--- config.mk ---
export PLATFORM = sky130hd
export DESIGN_NAME = fetch_queue
export DESIGN_NICKNAME = d
export VERILOG_FILES = /design/src/rtl/fetch_queue.sv
export SDC_FILE = /design/constraint.sdc
export NUM_CORES = 1
export LEC_CHECK = 0
export BUFFER_PORTS_ARGS = -buffer_cell sky130_fd_sc_hd__buf_2
export CORE_MARGIN = 10
export CORE_UTILIZATION = 40
export DETAILED_ROUTE_END_ITERATION = 6
export MAX_ROUTING_LAYER = met4
export PLACE_DENSITY = 0.55
export SYNTH_ARGS = -nofsm -noshare
export SYNTH_HDL_FRONTEND = slang
export SYNTH_SLANG_ARGS = --single-unit
--- constraint.sdc ---
create_clock -name clk -period 7 [get_ports clk]
set_clock_uncertainty 0.1 [all_clocks]
set_input_delay 0.7 -clock clk [delete_from_list [all_inputs] [get_ports clk]]
set_output_delay 0.7 -clock clk [all_outputs]
set_load 0.1 [all_outputs]
--- src/rtl/fetch_queue.sv ---
// Prefetch FIFO between instruction memory and decode; holds {pc, instr} pairs and drops them on redirect.
// Optional same-cycle fetch->decode path when FETCH_QUEUE_BYPASS_EN is defined.
module fetch_queue #(
  parameter int BITS  = 32,
  parameter int DEPTH = 4
) (
  input  logic                         clk,
  input  logic                         rst_,
  input  logic                         fetch_valid,
  input  logic [BITS-1:0]              fetch_pc,
  input  logic [BITS-1:0]              fetch_data,
  output logic                         fetch_ready,
  output logic                         instr_valid,
  output logic [BITS-1:0]              instr,
  output logic [BITS-1:0]              instr_pc,
  input  logic                         instr_ready,
  input  logic                         flush,
  output logic [$clog2(DEPTH+1)-1:0]   count
);
  localparam int CNT_W = $clog2(DEPTH+1);
  localparam int PTR_W = $clog2(DEPTH);

  typedef struct packed {
    logic [BITS-1:0] pc;
    logic [BITS-1:0] data;
  } entry_t;

  entry_t             mem [DEPTH];
  logic [PTR_W-1:0]   wr_ptr, rd_ptr;
  logic               full, empty, bypass, direct, push, pop;

  assign full        = (count == CNT_W'(DEPTH));
  assign empty       = (count == '0);
  assign fetch_ready = !full;

`ifdef FETCH_QUEUE_BYPASS_EN
  assign bypass = empty & fetch_valid & !flush;
`else
  assign bypass = 1'b0;
`endif

  // A bypassed word that decode takes immediately never touches the array.
  assign direct      = bypass & instr_ready;
  assign push        = fetch_valid & fetch_ready & !flush & !direct;
  assign pop         = !empty & instr_ready & !flush;
  assign instr_valid = !empty | bypass;

  always_comb begin
    instr    = '0;
    instr_pc = '0;
    if (bypass) begin
      instr    = fetch_data;
      instr_pc = fetch_pc;
    end else if (!empty) begin
      instr    = mem[rd_ptr].data;
      instr_pc = mem[rd_ptr].pc;
    end
  end

  always_ff @(posedge clk) begin
    if (rst_) begin
      wr_ptr <= '0;
      rd_ptr <= '0;
      count  <= '0;
    end else if (flush) begin
      wr_ptr <= rd_ptr;
      count  <= '0;
    end else begin
      if (push) wr_ptr <= wr_ptr + PTR_W'(1);
      if (pop)  rd_ptr <= rd_ptr + PTR_W'(1);
      case ({push, pop})
        2'b10:   count <= count + CNT_W'(1);
        2'b01:   count <= count - CNT_W'(1);
        default: count <= count;
      endcase
    end
  end

  always_ff @(posedge clk) begin
    if (!rst_ && push) mem[wr_ptr] <= '{pc: fetch_pc, data: fetch_data};
  end

`ifndef SYNTHESIS
  always_ff @(posedge clk) begin
    if (!rst_) assert (count <= CNT_W'(DEPTH)) else $error("fetch_queue count %0d exceeds depth", count);
  end
`endif

endmodule

==> results.sh, run 1 <==
export IMPL_status="finished, final reports clean"
export IMPL_hold_viol=0
export IMPL_synthesis_nets=542
export IMPL_synth_largest_area_cell="edfxtp_1"
export IMPL_cap_violations=0
export IMPL_grtUsageMet1_pct=14.91
export IMPL_whs_path_depth=1
export IMPL_yosysTopAreaCellShare_pct=75.42
export IMPL_setup_violations=0
export IMPL_top_usage_layer="met2"
export IMPL_period_minus_slack_ns=3.889
export IMPL_ctsResizeCount=0
export IMPL_htreeDepth=1
export IMPL_cts_root_buffer="clkbuf_16"
export IMPL_syn_to_final_growth_pct=18.68
export IMPL_clock_sinks=265
export IMPL_power_static_leakage_uw=0.004131
export IMPL_worstReg2RegStart="count[2]$_SDFFE_PP0P_"
export IMPL_min_to="mem[0][49]$_DFFE_PP_"
export IMPL_die_h_um=179.6
export IMPL_vias=4875
export IMPL_cp_max_fo=33
export IMPL_min_from="fetch_pc[17]"
export IMPL_synth_area_top_cells="edfxtp_1 75%, mux4_2 14%, and2_1 3.9%, dfxtp_1 1.8%, buf_6 0.77%"
export IMPL_nNetsFinal=688
export IMPL_grt_pass1_wl_um=32800
export IMPL_hold_buffers=0
export IMPL_postRouteAntennaNets=0
export IMPL_antenna_found_initial=3
export IMPL_insertion_delay_ns=0.52
export IMPL_met2_usage_pct=23.44
export IMPL_post_synth_top_count_cell="edfxtp_1"
export IMPL_grt_usage_pct=13.15
export IMPL_drive_gt1_share_pct=40.22
export IMPL_drt_pass1_iterations=4
export IMPL_synth_warnings=0
export IMPL_r2r_cells=9
export IMPL_grt_pass1_vias=5628
export IMPL_drtIter0Drc=264
export IMPL_dieArea_um2=32270
export IMPL_relSlewSlack_pct=27.05
export IMPL_worstSetupPathType="register to primary output"
export IMPL_placed_cells=913
export IMPL_finalNonFillerCells=967
export IMPL_start_util_pct=40.59
export IMPL_grt_max_degree=65
export IMPL_cts_setup_buffers=0
export IMPL_syn_avg_cell_area_um2=21.83
export IMPL_r2r_end="count[2]$_SDFFE_PP0P_"
export IMPL_cp_end_kind="primary output"
export IMPL_post_drt_wl_per_cell_um=21.70
export IMPL_synth_common_cells="256 x edfxtp_1, 64 x and2_1, 64 x mux4_2"
export IMPL_ir_drop_uv=200.3
export IMPL_clk_pin_slew_ns=0.06
export IMPL_rsz0062_at_grt="false"
export IMPL_cts_buffers=28
export IMPL_worst_pin_slew_ns=1.094
export IMPL_syn_area_um2=10190
export IMPL_finalCritPeriodShare_pct=55.55
export IMPL_multi_input_area_um2=2156
export IMPL_fp_row_count=58
export IMPL_grt_overflow_total=0
export IMPL_syn_instance_count=467
export IMPL_wl_um=20990
export IMPL_yosys_most_used_dff="edfxtp_1"
export IMPL_cts_tree="built"
export IMPL_tns_ns=0
export IMPL_setup_slack_ns=3.111
export IMPL_drv_slew=0
export IMPL_ys_ff_latch=265
export IMPL_hp_class="primary input to register"
export IMPL_synth_edff_count=256
export IMPL_dp_hpwl_um=12260
export IMPL_synthArstFlopShare_pct=0
export IMPL_ios=138
export IMPL_r2r_slack_ns=4.49
export IMPL_drc=0
export IMPL_power_density_nw_per_um2=281.0
export IMPL_die_x_um=179.6
export IMPL_placeableCoreArea_um2=25110
export IMPL_pre_cts_ws_ns=3.509
export IMPL_avgViaCountPerCell=5.041
export IMPL_required_ns=6.20
export IMPL_clock_fmax_mhz=257.2
export IMPL_synth_cell_types=30
export IMPL_synth_seq_area_share_pct=77.19
export IMPL_clk_path_buf_depth=3
export IMPL_met3_usage_pct=2.570
export IMPL_cp_start_kind="register"
export IMPL_fillers=2182
export IMPL_numPortBuffers=137
export IMPL_crit_arrival_ns=3.09
export IMPL_seq_area_um2=7875
export IMPL_gp_congestion=0.6792
-- placed cells by master, fill, tap and decap left out, types with 2 or more instances in the layout --
cell | synthesis | final
clkinv_1 | 0 | 5
and2_1 | 64 | 64
inv_1 | 11 | 10
bufinv_16 | 0 | 3
mux4_2 | 64 | 64
and3_4 | 0 | 4
dfxtp_4 | 0 | 2
buf_2 | 6 | 137
ha_1 | 5 | 5
or3_1 | 2 | 2
a21oi_1 | 4 | 4
clkinv_2 | 0 | 10
buf_4 | 0 | 2
clkbuf_1 | 8 | 3
nor3_1 | 2 | 2
clkbuf_16 | 0 | 29
xor2_1 | 2 | 2
nor2_1 | 4 | 4
dfxtp_1 | 9 | 7
diode_2 | 0 | 3
o21ai_0 | 4 | 4
edfxtp_1 | 256 | 256
a31oi_1 | 2 | 2
-- state kept, by name, indices dropped and copies added (netlist names), named ones only --
name and count:
rd_ptr 2, mem 256, wr_ptr 2, count 3
-- worst max-delay path, cell delays in order, from the launching register on --
cell	delay, ns
dfxtp_4	0.79
buf_4	0.68
mux4_2	0.61
and2_1	0.17
buf_2	0.29
-- stage by stage --
| stage | instance area, um2 | total power (uW) | utilization [%] | hold WS [ns] |
|---|---|---|---|---|
| 2_1_floorplan | 10190 | 1939 | - | 0.3610 |
| 3_3_place_gp | 11190 | 1995 | 44.55 | 0.3736 |
| 3_5_place_dp | 11190 | 2001 | 44.55 | 0.3889 |
| 4_1_cts | 12090 | 3445 | 48.15 | 0.2692 |
| 5_1_grt | 12100 | 3519 | 48.18 | 0.2729 |
| 6_report | 12100 | 3399 | 48.18 | 0.2934 |
-- layout make-up --
class,instances,share of cell area (%)
antenna,3,0.06206
timing repair buffer,139,5.792
multi-input combinational,168,17.82
inverter,11,0.3413
clock buffer,32,6.092
sequential,265,65.10
tap,330,3.413
clock inverter,19,1.376
-- where the power goes --
group / total (uW) / leakage [uW] / switching [uW] / internal [uW]
Combinational: 196 / 0.00129 / 147 / 48.9
Clock: 1440 / 0.000450 / 575 / 861
Sequential: 1770 / 0.00239 / 7.67 / 1760
Total: 3400 / 0.00413 / 730 / 2670
-- per-layer routing --
layer / routed length [um] / share of wire, % / vias up
li1: - / - / 2186
met1: 8707 / 41 / 2554
met2: 11170 / 53 / 113
met3: 804 / 3.8 / 22
met4: 301 / 1.4 / 0
met5: 0 / 0 / -
-- how the worst max path moves through the flow --
stage / from / end
3_3_place_gp: register / instr_pc[28]
2_1_floorplan: count[0]$_SDFFE_PP0P_ / instr[22]
4_1_cts: register / instr_pc[28]
3_5_place_dp: register / instr_pc[28]
6_report: register / instr_pc[28]
5_1_grt: register / instr[24]
-- kinds of logic after synthesis --
logic type / count (synthesis) / synth area share, %
compound gates: 14 / 0.8226
xor+xnor: 2 / 0.1719
fa+ha+maj: 6 / 0.8102
buf+inv: 34 / 1.854
flops: 265 / 77.19
mux: 64 / 14.14
simple gates: 82 / 5.008
Power figures use the tool's default switching activity.
==> run 2: changes to the inputs <==
- clock period: 7 -> 3.9 ns (I/O delays scaled with it)
==> run 2 against run 1 <==
- sequential power up 79%
- critical path depth unchanged
- sequential share of layout area down 3.4 points
- setup slack worse by 2.3 ns
- cell area up 5.6%
- register-to-register slack worse by 3.1 ns
- first-iteration DRC count down 6.4%
- critical path type unchanged
- highest routed layer unchanged
==> results.sh, run 2 (same netlist as run 1, synthesis figures left out) <==
export IMPL_status="finished, final reports clean"
export IMPL_fp_row_count=58
export IMPL_ctsResizeCount=0
export IMPL_largestRegisters="mem (256), count (3)"
export IMPL_p_comb_share_pct=6.6
export IMPL_tns_ns=0
export IMPL_power_static_leakage_uw=0.004413
export IMPL_start_util_pct=40.59
export IMPL_period_minus_slack_ns=3.138
export IMPL_final_cell_mix="256 x edfxtp_1, 137 x buf_2, 64 x mux4_2, 64 x and2_1, 64 x dlygate4sd3_1"
export IMPL_ir_drop_uv=344.4
export IMPL_crit_slowest_cell="dfxtp_4"
export IMPL_clock_power_share_pct=42.1
export IMPL_avgViaCountPerCell=4.919
export IMPL_largest_register_ffs=256
export IMPL_clock_sinks=265
export IMPL_met1_length_um=8985
export IMPL_insertion_delay_ns=0.52
export IMPL_cap_violations=0
export IMPL_cp_start_kind="register"
export IMPL_fin_util_pct=50.87
export IMPL_grt_max_degree=65
export IMPL_ios=138
export IMPL_grt_usage_pct=13.46
export IMPL_clock_fmax_mhz=318.7
export IMPL_power_share_sequential_pct=51.3
export IMPL_dp_hpwl_um=12480
export IMPL_antenna_found_initial=0
export IMPL_fillers=2099
export IMPL_met2WireLength_um=11290
export IMPL_grt_pass1_vias=5902
export IMPL_placed_area_um2=11210
export IMPL_cts_setup_buffers=0
export IMPL_worst_pin_slew_ns=1.071
export IMPL_slowest_delay_ns=0.74
export IMPL_r2r_end="count[2]$_SDFFE_PP0P_"
export IMPL_seq_area_um2=7875
export IMPL_placeableCoreArea_um2=25110
export IMPL_worstReg2RegStart="count[2]$_SDFFE_PP0P_"
export IMPL_htreeDepth=1
export IMPL_clk_pin_slew_ns=0.06
export IMPL_gp_congestion=0.6756
export IMPL_finalNonFillerCells=1031
export IMPL_mostFrequentLayoutCell="edfxtp_1"
export IMPL_drv_slew=0
export IMPL_p_total_uw=6189
export IMPL_drc=0
export IMPL_post_drt_wl_per_cell_um=20.72
export IMPL_dieArea_um2=32270
export IMPL_setup_violations=0
export IMPL_drive_gt1_share_pct=36.38
export IMPL_multi_input_area_um2=2156
export IMPL_regMostFlops="mem"
export IMPL_cp_max_fo=29
export IMPL_placed_cells=915
export IMPL_p_sw_uw=1320
export IMPL_whs_path_depth=2
export IMPL_routed_wl_met3_um=669
export IMPL_min_from="rst_"
export IMPL_cts_tree="built"
export IMPL_top_layer="met4"
export IMPL_nNetsFinal=754
export IMPL_die_x_um=179.6
export IMPL_grt_overflow_total=0
export IMPL_r2r_slack_ns=1.38
export IMPL_cp_end_kind="primary output"
export IMPL_cp_cell_sequence="buf_12, mux4_2, and2_1, buf_2"
export IMPL_worstSetupPathType="register to primary output"
export IMPL_drtIter0Drc=247
export IMPL_cts_buffers=28
export IMPL_hold_buffers=64
export IMPL_stdcell_area_um2=12770
export IMPL_grt_pass1_wl_um=33760
export IMPL_relSlewSlack_pct=28.63
export IMPL_rsz0062_at_grt="false"
export IMPL_vias=5072
export IMPL_numPortBuffers=137
export IMPL_required_ns=3.41
export IMPL_finalCritPeriodShare_pct=80.45
export IMPL_crit_arrival_ns=2.65
export IMPL_hold_viol=0
export IMPL_diodes=0
export IMPL_power_density_nw_per_um2=484.5
export IMPL_drt_pass1_iterations=4
export IMPL_die_h_um=179.6
export IMPL_syn_to_final_growth_pct=25.33
export IMPL_clk_path_buf_depth=3
export IMPL_p_int_uw=4868
export IMPL_r2r_cells=9
export IMPL_switching_share_pct=21.33
export IMPL_wl_um=21360
export IMPL_postRouteAntennaNets=0
export IMPL_hp_class="primary input to register"
export IMPL_cts_root_buffer="clkbuf_16"
-- run 2: cell count changes in the layout (fill, tap and decap cells not counted) --
cell	before	now
buf_12	0	1
buf_4	2	3
clkbuf_1	3	7
clkbuf_8	0	1
clkinv_1	5	4
clkinv_2	10	6
diode_2	3	0
dlygate4sd3_1	0	64
inv_8	0	1
-- run 2: worst max-delay path: cells and delay by family (launching register included) --
kind | cells | cell delay, ns
flip-flops | 1 | 0.74
buffers and inverters | 2 | 0.63
multiplexers | 1 | 0.56
AND/OR/NAND/NOR | 1 | 0.18
-- run 2: worst max-delay path by stage --
stage / endpoint / start / cells past startpoint / slack (ns)
after floorplan: instr[22] / count[0]$_SDFFE_PP0P_ / 4 / 0.29
after global placement: instr[24] / register / 4 / 1.21
after detailed placement: instr[24] / register / 4 / 1.21
after CTS: instr[24] / register / 4 / 0.65
after global routing: instr[24] / register / 4 / 0.55
final: instr[24] / register / 4 / 0.76
-- run 2: metal layers --
layer  vias to the layer above  GRT usage (%)
li1                       2319              -
met1                      2612          15.96
met2                       113          23.68
met3                        28          1.787
met4                         0          3.672
met5                         -              -
-- run 2: power groups by stage --
stage / clock [uW] / combinational [uW] / sequential, uW
4_1_cts: 2670 / 416 / 3170
6_report: 2610 / 409 / 3170
3_3_place_gp: 0 / 353 / 3230
5_1_grt: 2800 / 436 / 3170
3_5_place_dp: 0 / 361 / 3230
2_1_floorplan: 0 / 247 / 3230
-- run 2: stage by stage --
stage	hold slack, ns	worst slack (ns)
floorplan	0.3610	0.2921
global placement	0.3760	1.214
detailed placement	0.4013	1.210
CTS	0.02536	0.6466
global route	0.05678	0.5476
finish	0.05092	0.7625
-- run 2: cell type report --
class	count	share of cell area (%)
inverters	11	0.3232
clock inverters	15	1.205
multi-input cells	168	16.88
well taps	330	3.232
clock buffers	37	5.995
repair buffers	205	10.72
flip-flops and latches	265	61.65
==> run 3: changes to the inputs <==
- PLACE_DENSITY: 0.55 -> 0.57
- clock period: 3.9 -> 2.84 ns (I/O delays scaled with it)
==> run 3 against run 2 <==
- largest cell class unchanged
- utilization rose by 0.71 points
- worst hold slack improved by 0.013 ns
- global-route usage rose by 0.078 points
- final cell count rose by 1.4%
- power rose by 34%
==> results.sh, run 3 (same netlist as run 1, synthesis figures left out) <==
export IMPL_crit_slowest_cell="buf_2"
export IMPL_cp_max_fo=51
export IMPL_power_static_leakage_uw=0.004496
export IMPL_hp_class="primary input to register"
export IMPL_grt_max_degree=52
export IMPL_cp_start_kind="register"
export IMPL_cp_end_kind="primary output"
export IMPL_cts_tree="built"
export IMPL_drv_slew=0
export IMPL_cts_buffers=28
export IMPL_dp_hpwl_um=13190
export IMPL_htreeDepth=1
export IMPL_finalCritPeriodShare_pct=94.06
export IMPL_numPortBuffers=137
export IMPL_ios=138
export IMPL_ir_drop_uv=478.7
export IMPL_stdcell_area_um2=12950
export IMPL_gp_congestion=0.7206
export IMPL_status="finished, final reports clean"
export IMPL_fp_row_count=58
export IMPL_insertion_delay_ns=0.53
export IMPL_cap_violations=0
export IMPL_vias=5192
export IMPL_setup_violations=0
export IMPL_hold_viol=0
export IMPL_worstSetupPathType="register to primary output"
export IMPL_largestRegisters="mem (256), count (3)"
export IMPL_regMostFlops="mem"
export IMPL_drt_pass1_iterations=4
export IMPL_antenna_found_initial=1
export IMPL_drc=0
export IMPL_clk_path_buf_depth=3
export IMPL_clk_pin_slew_ns=0.06
export IMPL_cp_cell_sequence="nor3_2, inv_2, buf_12, and2_1, buf_2"
export IMPL_fillers=2074
export IMPL_postRouteAntennaNets=0
export IMPL_dieArea_um2=32270
export IMPL_die_h_um=179.6
export IMPL_avgViaCountPerCell=4.968
export IMPL_grt_pass1_wl_um=34130
export IMPL_seq_area_um2=7878
export IMPL_mostFrequentLayoutCell="edfxtp_1"
export IMPL_clock_sinks=265
export IMPL_slowest_delay_ns=0.44
export IMPL_holdWs_ns=0.06427
export IMPL_die_x_um=179.6
export IMPL_crit_arrival_ns=2.29
export IMPL_worst_pin_slew_ns=0.5153
export IMPL_nNetsFinal=770
export IMPL_grt_overflow_total=0
export IMPL_placeableCoreArea_um2=25110
export IMPL_relSlewSlack_pct=65.88
export IMPL_drive_gt1_share_pct=39.22
export IMPL_drtIter0Drc=419
export IMPL_wl_um=21510
export IMPL_tns_ns=0
export IMPL_power_density_nw_per_um2=639.9
export IMPL_post_drt_wl_per_cell_um=20.58
export IMPL_period_minus_slack_ns=2.671
export IMPL_fin_util_pct=51.58
export IMPL_cts_root_buffer="clkbuf_16"
export IMPL_rsz0062_at_grt="false"
export IMPL_syn_to_final_growth_pct=27.07
export IMPL_grt_pass1_vias=5939
export IMPL_grt_usage_pct=13.54
export IMPL_multi_input_area_um2=2167
export IMPL_largest_register_ffs=256
export IMPL_clock_fmax_mhz=374.4
export IMPL_required_ns=2.46
export IMPL_start_util_pct=40.59
export IMPL_placed_area_um2=11410
export IMPL_final_cell_mix="256 x edfxtp_1, 136 x buf_2, 67 x dlygate4sd3_1"
==> run 3: cell types whose count changed in the layout (fill, tap and decap cells not counted), moves of 3 or more <==
cell / change
buf_12: +8
dlygate4sd3_1: +3
and2_1: -9
buf_4: +5
and2_2: +9
clkinv_2: +3
clkbuf_1: -4
==> run 3: timing repair <==
| action | 4_1_cts | 5_1_grt |
|---|---|---|
| setup buffers | 0 | 2 |
| hold buffers | 67 | 0 |
| endpoints found under the hold margin | 264 | 0 |
| gates resized for setup | 0 | 1 |
| setup endpoints to repair | 0 | 2 |
==> run 3: critical path: cells and delay by family, from the launching register on <==
family / cells / cell delay (ns)
simple gates: 2 / 0.33
buf+inv: 3 / 1.01
flops: 1 / 0.41
==> run 3: layout make-up <==
type / instances / area share, %
clock inverters: 17 / 0.8791
clock buffers: 32 / 5.690
repair buffers: 221 / 12.35
multi-input cells: 168 / 16.73
diodes: 1 / 0.01932
flip-flops and latches: 265 / 60.82
inverters: 11 / 0.3188
well taps: 330 / 3.188
==> run 3: worst paths after layout <==
check / startpoint / to / slack, ns / depth (start not counted)
setup / recovery: count[1]$_SDFFE_PP0P_ / instr_pc[23] / 0.17 / 5
hold / removal: instr_ready / register / 0.06 / 4
setup reg to reg: count[2]$_SDFFE_PP0P_ / count[2]$_SDFFE_PP0P_ / 0.24 / 9
hold reg to reg: rd_ptr[1]$_SDFFE_PP0P_ / wr_ptr[1]$_SDFFE_PP0P_ / 0.39 / 2
==> run 3: power by group <==
part | total, uW | switching [uW] | internal [uW]
Clock | 3360 | 1420 | 1940
Sequential | 4350 | 13.2 | 4340
Combinational | 582 | 389 | 193
==> run 3: stage by stage <==
stage | setup slack [ns] | power, uW | cells
floorplan | 0.01123 | 4778 | 467
global placement | 0.5162 | 4928 | 926
detailed placement | 0.2676 | 4945 | 926
CTS | 0.06001 | 8403 | 1042
global route | 0.001189 | 8593 | 1045
finish | 0.1687 | 8288 | 1045
==> run 3: routing by layer <==
layer	GRT usage, %	up-vias	routed length [um]
met3	3.193	26	1210
met2	22.28	139	10800
li1	-	2355	-
met4	3.176	0	263
met1	16.70	2672	9235
met5	-	-	0
